<file path="src/rtl/cpu_pkg.sv">
// Shared processor-controller definitions: datapath width and the down-counter state encoding.
package cpu_pkg;

    localparam int unsigned DATA_W = 32;

    typedef enum logic [1:0] {
        ST_IDLE = 2'd0,
        ST_RUN  = 2'd1,
        ST_DONE = 2'd2
    } state_e;

endpackage

</file>
<file path="src/rtl/dec.sv">
// Combinational decrementer, the mirror of the PC incrementer.
module dec #(
    parameter int unsigned width = 32
) (
    input  logic [width-1:0] in_val,
    output logic [width-1:0] out_val
);

    assign out_val = in_val - width'(1);

endmodule

</file>
<file path="src/rtl/loop_down_counter.sv">
// Loadable down-counter with start/busy/done handshake and optional auto-reload,
// used for repeat loops, multi-cycle ALU iteration counts and bus wait states.
module loop_down_counter
    import cpu_pkg::*;
#(
    parameter int unsigned width = DATA_W
) (
    input  logic             clk,
    input  logic             rst_n,
    input  logic             clear,
    input  logic             load,
    input  logic [width-1:0] load_val,
    input  logic             start,
    input  logic             auto,
    input  logic             hold,
    output logic [width-1:0] count,
    output logic             busy,
    output logic             done,
    output logic             zero
);

    state_e             state_q, state_d;
    logic [width-1:0]   count_q, count_d;
    logic [width-1:0]   reload_q, reload_d;
    logic               auto_q, auto_d;
    logic               busy_q, busy_d;
    logic               done_q, done_d;
    logic [width-1:0]   count_dec;

    dec #(.width(width)) u_dec (
        .in_val  (count_q),
        .out_val (count_dec)
    );

    // Next state and next count; clear beats load beats start.
    always_comb begin
        state_d  = state_q;
        count_d  = count_q;
        reload_d = reload_q;
        auto_d   = auto_q;

        if (clear) begin
            state_d = ST_IDLE;
            count_d = '0;
            auto_d  = 1'b0;
        end else begin
            case (state_q)
                ST_IDLE: begin
                    if (load) begin
                        count_d  = load_val;
                        reload_d = load_val;
                    end else if (start) begin
                        if (count_q != '0) begin
                            state_d = ST_RUN;
                            auto_d  = auto;
                        end else begin
                            state_d = ST_DONE;
                        end
                    end
                end
                ST_RUN: begin
                    // Guarded so the count can never wrap from zero to all-ones.
                    if (!hold && count_q != '0) begin
                        count_d = count_dec;
                        if (count_q == width'(1)) begin
                            state_d = ST_DONE;
                        end
                    end
                end
                ST_DONE: begin
                    if (auto_q && reload_q != '0) begin
                        count_d = reload_q;
                        state_d = ST_RUN;
                    end else begin
                        count_d = '0;
                        auto_d  = 1'b0;
                        state_d = ST_IDLE;
                    end
                end
                default: begin
                    state_d = ST_IDLE;
                    count_d = '0;
                    auto_d  = 1'b0;
                end
            endcase
        end

        busy_d = (state_d == ST_RUN);
        done_d = (state_d == ST_DONE);
    end

    always_ff @(posedge clk or negedge rst_n) begin
        if (!rst_n) begin
            state_q  <= ST_IDLE;
            count_q  <= '0;
            reload_q <= '0;
            auto_q   <= 1'b0;
            busy_q   <= 1'b0;
            done_q   <= 1'b0;
        end else begin
            state_q  <= state_d;
            count_q  <= count_d;
            reload_q <= reload_d;
            auto_q   <= auto_d;
            busy_q   <= busy_d;
            done_q   <= done_d;
        end
    end

    assign count = count_q;
    assign busy  = busy_q;
    assign done  = done_q;
    assign zero  = (count_q == '0);

endmodule

</file>
<file path="config.mk">
export PLATFORM = sky130hd
export DESIGN_NAME = loop_down_counter
export DESIGN_NICKNAME = d
export VERILOG_FILES = /design/src/rtl/cpu_pkg.sv /design/src/rtl/dec.sv /design/src/rtl/loop_down_counter.sv
export SDC_FILE = /design/constraint.sdc
export NUM_CORES = 1
export LEC_CHECK = 0
export ABC_AREA = 1
export CORE_AREA = 2 2 84 119
export DETAILED_ROUTE_END_ITERATION = 8
export DIE_AREA = 0 0 86 121
export PLACE_DENSITY = 0.85
export SYNTH_ARGS = -nofsm -noshare
export SYNTH_HDL_FRONTEND = slang
export SYNTH_SLANG_ARGS = --single-unit
</file>
<file path="constraint.sdc">
create_clock -name clk -period 1.8 [get_ports clk]
set_clock_uncertainty 0.15 [all_clocks]
set_input_delay 0.18 -clock clk [delete_from_list [all_inputs] [get_ports clk]]
set_output_delay 0.18 -clock clk [all_outputs]
set_load 0.01 [all_outputs]
</file>
# Word-level counts from Yosys, hierarchy flattened

Index checks and enable logic that the tools add are counted.

Bits in registers: 69
Input bits: 39
Output and inout port bits: 35
Logic and storage cells: 49

Reductions and logical operators: 10
$add $sub $neg: 1
Bitwise logic cells: 1
Equality and inequality tests: 12
Mux-type cells: 19

Operators with widths:

| operator              | number |
|---|---|
| $mux 32               | 4 |
| $pmux 32 s3           | 1 |
| $reduce_bool 32->1    | 2 |
| $eq 32x1->1 const B   | 1 |
| $logic_not 32->1      | 1 |
| $sub 32x1->32 const B | 1 |
| $ne 3x3->1 const B    | 6 |
| $mux 2                | 6 |
| $mux 1                | 6 |
| $pmux 2 s3            | 1 |
| $reduce_and 5->1      | 1 |
| $eq 2x1->1 const B    | 2 |
| $eq 2x2->1 const B    | 2 |
| $pmux 1 s3            | 1 |
| $reduce_and 3->1      | 1 |
| $logic_and 1x1->1     | 2 |
| $logic_not 2->1       | 1 |
| $ne 2x2->1 const B    | 1 |
| $reduce_and 2->1      | 1 |
| $logic_not 1->1       | 1 |
| $not 1->1             | 1 |

# Logic depth before layout (Yosys ltp)

Word-level depth: 7
Mapped depth: 12
Gate-level depth less buffers: 12

# Modules after synthesis

A second synthesis with hierarchy kept.

Cell total of the unflattened synthesis: 751
Area, all modules: 4,828.4 µm²

By module, submodules not included:

| module            | area an instance (µm²) | instances | seq. area each (µm²) | cells each |
|---|---|---|---|---|
| loop_down_counter | 3,866.2                | 1         | 1,726.7              | 556 |
| dec               | 962.2                  | 1         | 0.0                  | 195 |

# Worst setup path after synthesis

OpenSTA, ideal clock, no wires.

Kind: register to register
Start: register count_q[0] (netlist: count[0])
End: register count_q[30] (netlist: count[30])
Library setup time: 116 ps
Path buffers: 1
Clock period less this slack: 1,920 ps
Path slack: -120 ps
Required time: 1,534 ps
Cell stages (with the launch flop): 13
Arrival: 1,653 ps
Cells stage by stage: dfrtp_1 > inv_1 > ha_1 > nand2_4 > nor2_8 > nand2_4 > o21bai_2 > nand2_2 > nand2_4 > nor2_4 > buf_6 > nand2_1 > nand2_1

Cells in the longest elaborated chain, start to end: 4
Elaborated cells on any way between the ends: 8
Classes of those cells: add/sub (1); eq/ne (1); mux (3); reduce/logical (3)

Ends and longest elaborated chain:

| what                                                       | line                              | RTL |
|---|---|---|
| start: declaration                                         | loop_down_counter.sv:23           | `logic [width-1:0] count_q, count_d;` |
| start signal: assignment                                   | loop_down_counter.sv:102          | `count_q <= count_d;` |
| $sub 32x1->32 / $reduce_bool 32->1 (equally long branches) | dec.sv:9, loop_down_counter.sv:63 |  |
| $mux 32 / $logic_and 1x1->1 (equally long branches)        | loop_down_counter.sv:63           | `if (!hold && count_q != '0) begin` |
| $pmux 32 s3 / $ne 3x3->1 (equally long branches)           | n/a                               |  |
| $mux 32 / $reduce_and 2->1 (equally long branches)         | n/a                               |  |

Several ways; a longest one is shown, not always the timed one. The select of a mux whose other input is x is not followed.
A chain may end at the register's enable or synchronous reset.

# Worst setup path after layout

Start: register count_q[1] (netlist: count[1])
End: register count_q[13] (netlist: count[13])

The elaborated chain is that of the path after synthesis.

==> impl_metrics.env <==
export IMPL_die_w_um=86
export IMPL_period_needed_ns=2.03
export IMPL_worstPathMaxFanout=9
export IMPL_grt_pass1_vias=5568
export IMPL_power_total_mw=6.16
export IMPL_synth_cell_area_mm2=0.00448
export IMPL_top_layer="met4"
export IMPL_yosysUniqueCellTypes=29
export IMPL_drt_iter0_markers=762
export IMPL_yosys_register_bits=69
export IMPL_finalMaxSlewViolations=0
export IMPL_ir_drop_mv=0.750
export IMPL_async_flop_share_pct=100
export IMPL_yosysWarnings=0
export IMPL_pre_cts_slack_ns=-0.264
export IMPL_dominantRegCellSynth="dfrtp_1"
export IMPL_final_nets=921
export IMPL_syn_inst=708
export IMPL_antenna_found_initial=0
export IMPL_clock_path_buffers=2
export IMPL_wl_met3_um=1680
export IMPL_grt_max_degree=70
export IMPL_finalSetupViolations=38
export IMPL_maxCapViolations=0
export IMPL_postRouteAntennaNets=0
export IMPL_place_gp_congestion=1.00
export IMPL_worstPathArrival_ns=2.10
export IMPL_fin_ws_ns=-0.230
export IMPL_fmax_ghz=0.493
export IMPL_antenna_cells=0
export IMPL_wl_met2_um=9330
export IMPL_clock_sinks=69
export IMPL_synth_nets=749
export IMPL_dieArea_mm2=0.0104
export IMPL_clock_tree_root_cell="clkbuf_16"
export IMPL_rows=42
export IMPL_min_path_type="in -> async"
export IMPL_power_density_mw_per_mm2=887
export IMPL_fin_crit_sh_pct=113
export IMPL_required_ns=1.87
export IMPL_wire_per_inst_um=18.9
export IMPL_cts_reportedPaths_clkPinSlew_ns=0.06
export IMPL_cts_buffers=9
export IMPL_avgSynthCellArea_um2=6.32
export IMPL_die_h_um=121
export IMPL_grt_overflow=0
export IMPL_status="finished with violations"
export IMPL_grtUsageTotal_pct=35.1
export IMPL_final_hold_violation_count=0
export IMPL_vias=5850
export IMPL_grt_pass1_wl_um=28000
export IMPL_syn_to_final_growth_pct=55.2
export IMPL_m1WireLength_um=6290
export IMPL_via_per_inst=5.88
export IMPL_cts_htree_levels=3
export IMPL_dpl_hpwl_um=11700
export IMPL_worst_slew_pin_slew_ns=0.613
export IMPL_firstDrtPassIters=5
export IMPL_pin_count=74
export IMPL_drcViolationCount=0
export IMPL_cts_tree="done"
export IMPL_clk_latency_ns=0.35
export IMPL_violations="setup timing"
export IMPL_crit_type="reg -> reg"
export IMPL_synth_seq_area_share_pct=38.6
export IMPL_io_buffers=73
export IMPL_grt_setup_unrepaired="true"
export IMPL_drive_gt1_share_pct=29.2
export IMPL_worstSetupStartpointType="flip-flop"
export IMPL_start_util_pct=48.1
export IMPL_end_kind="flip-flop"
export IMPL_timing_slew_headroom_pct=58.9
export IMPL_wl_um=18800
export IMPL_p_leak_nw=3.58
export IMPL_core_mm2=0.00930
export IMPL_synth_edff_count=0
==> layout by cell type, fill, tap and decap left out, drive strengths merged, types with 2 or more instances in the layout <==
cell           netlist  final
a21oi               13     13
and2                 2      2
buf                 12    110
bufinv               0      3
clkbuf              11     11
clkdlybuf4s50        0     67
clkinv               1      4
dfrtp               69     69
dlymetal6s2s         0      3
ha                   2      2
inv                 69     69
nand2              308    308
nand3               74     74
nand4                6      6
nor2                95     95
nor3                 3      3
o21ai               27     27
o21bai               9      9
o22ai                2      2
xor2                 2      2
==> path summary, 6_finish.rpt <==
| kind | from | slack [ns] | end | cells past startpoint |
|---|---|---|---|---|
| worst max-delay path | count[1] | -0.23 | count[13] | 13 |
| worst min-delay path | rst_n | 0.24 | reload_q[11] | 3 |
| worst max register to register | count[1] | -0.23 | count[13] | 13 |
| worst min register to register | reload_q[23] | 0.37 | reload_q[23] | 2 |
| max in group asynchronous | rst_n | 0.91 | count[3] | 3 |
| min in group clk | load_val[7] | 0.26 | reload_q[7] | 3 |
==> Yosys cell counts (3+ instances only) <==
cell type  number  area [µm²]
a21oi_1        13        65.1
buf_1           3        11.3
buf_2           3        15.0
buf_4           3        22.5
buf_6           3        33.8
clkbuf_1       11        41.3
dfrtp_1        69        1730
inv_1          69         259
nand2_1       303        1140
nand2_4         3        33.8
nand3_1        74         370
nand4_1         6        37.5
nor2_1         89         334
nor2_2          3        18.8
nor3_1          3        15.0
o21ai_0        27         135
o21bai_1        8        60.1
==> registers in the layout, indices dropped and copies added, names as in the netlist <==
| name | cells |
|---|---|
| busy | 1 |
| state_q | 2 |
| auto_q | 1 |
| count | 32 |
| done | 1 |
| reload_q | 32 |
==> per-stage QoR <==
step	util, %	area [µm²]	hold slack (ns)	instances	TNS [ns]
after floorplan	-	4500	-0.266	708	0
after global placement	65.2	6060	0.0851	971	-4.24
after detailed placement	65.2	6060	0.0869	971	-7.84
after CTS	71.4	6640	0.253	994	-3.77
after global routing	74.7	6950	0.281	995	-8.74
final	74.7	6950	0.244	995	-6.44
==> final cells by class <==
class                           instances  area (µm²)
Tap cell                              110         138
Multi-Input combinational cell        546        2810
Clock inverter                          7         124
Sequential cell                        69        1730
Timing Repair Buffer                  184        1660
Clock buffer                            9         225
Inverter                               70         265
Fill cell                             639        2350
==> where the power goes <==
| part | switching, mW | leakage (nW) | internal, mW | total, mW |
|---|---|---|---|---|
| registers | 0.156 | 0.876 | 1.75 | 1.90 |
| clock network | 0.745 | 0.166 | 1.36 | 2.11 |
| logic | 1.21 | 2.54 | 0.940 | 2.15 |
==> cell families after synthesis <==
group	synth area share (%)
DFF	38.6
xor gates and xnor gates	0.391
AOI/OAI and AO/OA	6.85
adders and majority gates	0.559
buffers and inverters	8.64
and+or+nand+nor	45.0
==> worst max-delay path, stage by stage, from the launching register on <==
cell	delay (ns)
dfrtp_1	0.41
inv_2	0.10
ha_4	0.17
nand2_4	0.08
nor2_8	0.10
nand2_4	0.06
buf_6	0.13
o21bai_4	0.13
nand2_2	0.08
nand2_4	0.09
nor2_4	0.07
buf_12	0.19
nand2_1	0.08
nand2_1	0.07
==> repair_timing <==
action | in CTS | in global routing
hold endpoints to repair | 69 | 0
buffers inserted | 4 | 2
pin swaps | 8 | 21
setup endpoints to repair | 39 | 55
hold buffers | 1 | 0
resized for setup | 55 | 102
cloned | 2 | 0
==> routing by layer <==
layer  GRT usage (%)  vias to the layer above
met5               0                        -
met2            60.5                      476
met1            38.3                     2680
li1                -                     2555
met4            23.9                        0
met3            6.60                      139
No activity file was read; power rests on OpenSTA's default activity.
